### config.mk
export PLATFORM = sky130hd
export DESIGN_NAME = lsu_ctrl
export DESIGN_NICKNAME = d
export VERILOG_FILES = /design/src/rtl/lsu_ctrl.sv
export SDC_FILE = /design/constraint.sdc
export NUM_CORES = 1
export LEC_CHECK = 0
export ABC_AREA = 1
export CAP_MARGIN = 15
export CORE_MARGIN = 4
export CORE_UTILIZATION = 35
export CTS_CLUSTER_SIZE = 10
export DETAILED_ROUTE_END_ITERATION = 10
export PLACE_DENSITY = 0.64
export SLEW_MARGIN = 20
export SYNTH_ARGS = -nofsm -noshare
export SYNTH_HDL_FRONTEND = slang
export SYNTH_SLANG_ARGS = --single-unit
### constraint.sdc
create_clock -name clk -period 6.7 [get_ports clk]
set_input_delay 0.67 -clock clk [delete_from_list [all_inputs] [get_ports clk]]
set_output_delay 0.67 -clock clk [all_outputs]
set_load 0.005 [all_outputs]
### src/rtl/lsu_ctrl.sv
// Load/store controller: byte/half/word accesses onto a word-addressed memory,
// with read-modify-write for sub-word stores and error responses for bad requests.
//
// state  | meaning
// IDLE   | ready for a request; latches it on req_valid
// ACCESS | word read (loads, SB/SH) or word write (SW)
// WRITE  | writes the merged word of an SB/SH
// RESP   | response held until rsp_ready
module lsu_ctrl (
  input  logic        clk,
  input  logic        reset,
  input  logic        req_valid,
  output logic        req_ready,
  input  logic        req_we,
  input  logic [2:0]  req_funct3,
  input  logic [31:0] req_addr,
  input  logic [31:0] req_wdata,
  output logic        rsp_valid,
  input  logic        rsp_ready,
  output logic [31:0] rsp_rdata,
  output logic        rsp_err,
  output logic        mem_we,
  output logic [31:0] mem_addr,
  output logic [31:0] mem_wdata,
  input  logic [31:0] mem_rdata
);

  typedef enum logic [1:0] {IDLE, ACCESS, WRITE, RESP} state_t;

  state_t      state, state_nx;
  logic        we_q;
  logic [2:0]  f3_q;
  logic [31:0] addr_q, wdata_q, merged_q, rdata_q;
  logic        err_q;

  logic        misalign, illegal, req_bad;
  logic [7:0]  byte_sel;
  logic [15:0] half_sel;
  logic [31:0] load_val, merge_val;

  always_comb begin
    misalign = ((req_funct3[1:0] == 2'b01) && req_addr[0]) ||
               ((req_funct3[1:0] == 2'b10) && (req_addr[1:0] != 2'b00));
    if (req_we)
      illegal = !((req_funct3 == 3'b000) || (req_funct3 == 3'b001) || (req_funct3 == 3'b010));
    else
      illegal = (req_funct3 == 3'b011) || (req_funct3 == 3'b110) || (req_funct3 == 3'b111);
    req_bad = misalign || illegal;
  end

  // Little-endian lane selection and merge into the word just read.
  always_comb begin
    byte_sel = mem_rdata[{addr_q[1:0], 3'b000} +: 8];
    half_sel = addr_q[1] ? mem_rdata[31:16] : mem_rdata[15:0];
    case (f3_q)
      3'b000:  load_val = {{24{byte_sel[7]}}, byte_sel};
      3'b001:  load_val = {{16{half_sel[15]}}, half_sel};
      3'b100:  load_val = {24'h0, byte_sel};
      3'b101:  load_val = {16'h0, half_sel};
      default: load_val = mem_rdata;
    endcase
    merge_val = mem_rdata;
    if (f3_q[0])
      merge_val[{addr_q[1], 4'b0000} +: 16] = wdata_q[15:0];
    else
      merge_val[{addr_q[1:0], 3'b000} +: 8] = wdata_q[7:0];
  end

  always_ff @(posedge clk or posedge reset) begin
    if (reset) state <= IDLE;
    else       state <= state_nx;
  end

  // Memory strobes come straight from the state so a reset drops them at once.
  always_comb begin
    state_nx  = state;
    req_ready = 1'b0;
    rsp_valid = 1'b0;
    mem_we    = 1'b0;
    mem_addr  = 32'h0;
    mem_wdata = 32'h0;
    case (state)
      IDLE: begin
        req_ready = 1'b1;
        if (req_valid) state_nx = req_bad ? RESP : ACCESS;
      end
      ACCESS: begin
        mem_addr = {addr_q[31:2], 2'b00};
        if (we_q && (f3_q == 3'b010)) begin
          mem_we    = 1'b1;
          mem_wdata = wdata_q;
          state_nx  = RESP;
        end else if (we_q) begin
          state_nx = WRITE;
        end else begin
          state_nx = RESP;
        end
      end
      WRITE: begin
        mem_we    = 1'b1;
        mem_addr  = {addr_q[31:2], 2'b00};
        mem_wdata = merged_q;
        state_nx  = RESP;
      end
      RESP: begin
        rsp_valid = 1'b1;
        if (rsp_ready) state_nx = IDLE;
      end
      default: state_nx = IDLE;
    endcase
  end

  always_ff @(posedge clk or posedge reset) begin
    if (reset) begin
      we_q     <= 1'b0;
      f3_q     <= 3'b000;
      addr_q   <= 32'h0;
      wdata_q  <= 32'h0;
      merged_q <= 32'h0;
      rdata_q  <= 32'h0;
      err_q    <= 1'b0;
    end else begin
      if (state == IDLE && req_valid) begin
        we_q    <= req_we;
        f3_q    <= req_funct3;
        addr_q  <= req_addr;
        wdata_q <= req_wdata;
        rdata_q <= 32'h0;
        err_q   <= req_bad;
      end
      if (state == ACCESS) begin
        if (!we_q) rdata_q <= load_val;
        merged_q <= merge_val;
      end
    end
  end

  assign rsp_rdata = rdata_q;
  assign rsp_err   = err_q;

endmodule

==> out/summary.txt <==
status = finished, final reports clean
TritonCTS clock tree = done
clock root buffer = clkbuf_16
post-route cell area = 10400 um2
mean area per synthesized cell = 7.50 um2
minimum clock period = 4720 ps
initial antenna violation count = 0
Final Cycle Share = 70.4%
post-CTS setup buffers = 0
layout cells sized above 1 = 9.23%
Synth Register Bits = 135
Die Y = 156 um
most frequent cells in the layout = nand2_1 (328), clkdlybuf4s50_1 (201), dfrtp_1 (135), a21oi_1 (110), inv_1 (80)
CTS sink cnt = 135
post-synth top area share = 43.8%
Pre-antenna DRT Iters = 5
setup TNS = 0 ps
Max VDD drop = 0.198 mV
DRC = 0
power density over cell area = 478 nW/um2
initial core utilization = 35.4%
final core occ = 47.9%
# rows = 54
pre-CTS setup slack = 2020 ps
Data required, critical path = 6030 ps
# H-tree levels = 4
Lkg Pwr = 4.91 nW
final setup fails = 0
Internal = 0.00286 W
post-CTS sizing = 0
Tightest Hold Check Type = reg -> reg
I/O pin count = 204
CTS buffer count = 17
core area = 21800 um2
GRT Overall Usage = 21.4%
final wirelength = 26000 um
Layout Area Growth over Synthesis = 35.2%
Clk network pwr share = 18.6%
synth top area cells = dfrtp_1 (44%), nand2_1 (16%), mux2_2 (8.0%)
dpl cell area = 9840 um2
PnR worst setup slack = 1980 ps
Fin. Hold Viols = 0
post-synth cell types = 26
Crit Path Category = reg -> out
vias = 7550
GPL Wtd Cong = 0.908
Max-cap violations = 0
Nets = 1304
Gate power share = 51.8%
largest net degree at the start of global routing = 83
Crit. End Element = primary output
CTS Hold Bufs = 0
Max Clk Rate = 212 MHz
sequential-to-total area share from yosys stat = 43.8%
post-route ant nets = 0
RSZ-0062 raised after global routing = no
Starting DRT DRC Count = 450
Psw = 0.00212 W
GRT Residual Overflow = 0
total die area = 24500 um2
sequential fraction of design power = 29.6%
worst-margin pin slew = 872 ps
Max Slew Vio Count = 0
startpoint types = register
DR WL/cell = 17.6 um
Mapped Area = 7710 um2
CP max FO = 33
Detail Placement HPWL = 18900 um
clk_skew = 14.8 ps
global-route wire length before repair = 41300 um
yosys warns = 0
Port Buffers = 201
vias in the first global route = 7382
die width = 156 um
clock-pin slew on the worst setup and hold paths = 70 ps
cell taking the most area after synthesis = dfrtp_1
Crit path arrival time = 4050 ps
antenna fix cells = 0
maximum clock path buffer count = 2
commonest non-fill, non-tap cell in the layout = nand2_1
Synth Instances = 1028
sw frac = 42.6%
Hold WS = 497 ps
Clk Latency, worst-skew pair = 430 ps
Slew headroom = 41.7%
Vias/cell = 5.09
[layer usage]
layer / GRT usage [%] / share of wire, % / vias up
li1: - / - / 3655
met1: 30.5 / 45 / 3542
met2: 32.6 / 44 / 326
met3: 6.00 / 9.3 / 27
met4: 4.79 / 1.0 / 0
met5: 0 / 0 / -
[critical path, cell delays in order, from the launching register on]
cell,delay (ps)
dfrtp_1,420
inv_1,130
ha_2,570
inv_2,410
nor2_4,260
nand2_1,130
nor2_4,680
nand2_1,100
a21oi_1,330
clkdlybuf4s50_1,570
[stage by stage]
stage / cells / total power [W]
floorplan: 1029 / 0.00297
global placement: 1451 / 0.00405
detailed placement: 1451 / 0.00408
CTS: 1483 / 0.00504
global route: 1483 / 0.00542
finish: 1483 / 0.00499
[final timing paths]
| path | cells after the start | slack, ps | end | startpoint |
|---|---|---|---|---|
| max | 9 | 1980 | mem_wdata[6] | state[1] |
| min reg2reg | 2 | 500 | rsp_err | rsp_err |
| min | 2 | 500 | rsp_err | rsp_err |
| max reg2reg | 8 | 3940 | merged_q[31] | addr_q[1] |
| min in group asynchronous | 2 | 660 | wdata_q[16] | reset |
| max in group asynchronous | 3 | 4940 | rsp_rdata[11] | reset |
[state kept, by name, summed over array words and instances (netlist names)]
| signal | count |
|---|---|
| addr_q | 32 |
| merged_q | 32 |
| rsp_rdata | 32 |
| f3_q | 3 |
| state | 2 |
| rsp_err | 1 |
| wdata_q | 32 |
| we_q | 1 |
[cells in the mapped netlist, drive strengths merged]
cell	count
conb	1
and2	1
nand2	332
and3	1
buf	32
nand3	75
mux2	55
nor3	1
clkbuf	35
o31ai	1
o21ai	62
dfrtp	135
a21oi	111
nor2	64
ha	10
o21a	1
nand4	1
o22ai	23
inv	87
[power by group through the flow]
stage	Combinational (W)	Clock (W)	Sequential (W)
2_1_floorplan	0.00158	0	0.00139
3_3_place_gp	0.00256	0	0.00148
3_5_place_dp	0.00259	0	0.00149
4_1_cts	0.00261	0.000950	0.00148
5_1_grt	0.00291	0.000985	0.00152
6_report	0.00258	0.000928	0.00147
[final cells by class]
| cell class | instances | area (um2) |
|---|---|---|
| clock inverters | 15 | 154 |
| inverters | 87 | 334 |
| fillers | 2204 | 11300 |
| multi-input cells | 740 | 3700 |
| repair buffers | 209 | 2080 |
| flip-flops and latches | 135 | 3380 |
| clock buffers | 17 | 425 |
| well taps | 280 | 350 |
[cell families after synthesis]
family | Yosys count | share of synthesized area, %
muxes | 55 | 8.04
adders and majority gates | 10 | 1.62
and+or+nand+nor | 475 | 24.8
buffers and inverters | 154 | 8.30
DFF | 135 | 43.8
AOI/OAI and AO/OA | 198 | 13.3
other | 1 | 0.0487
Power figures use the tool's default switching activity.
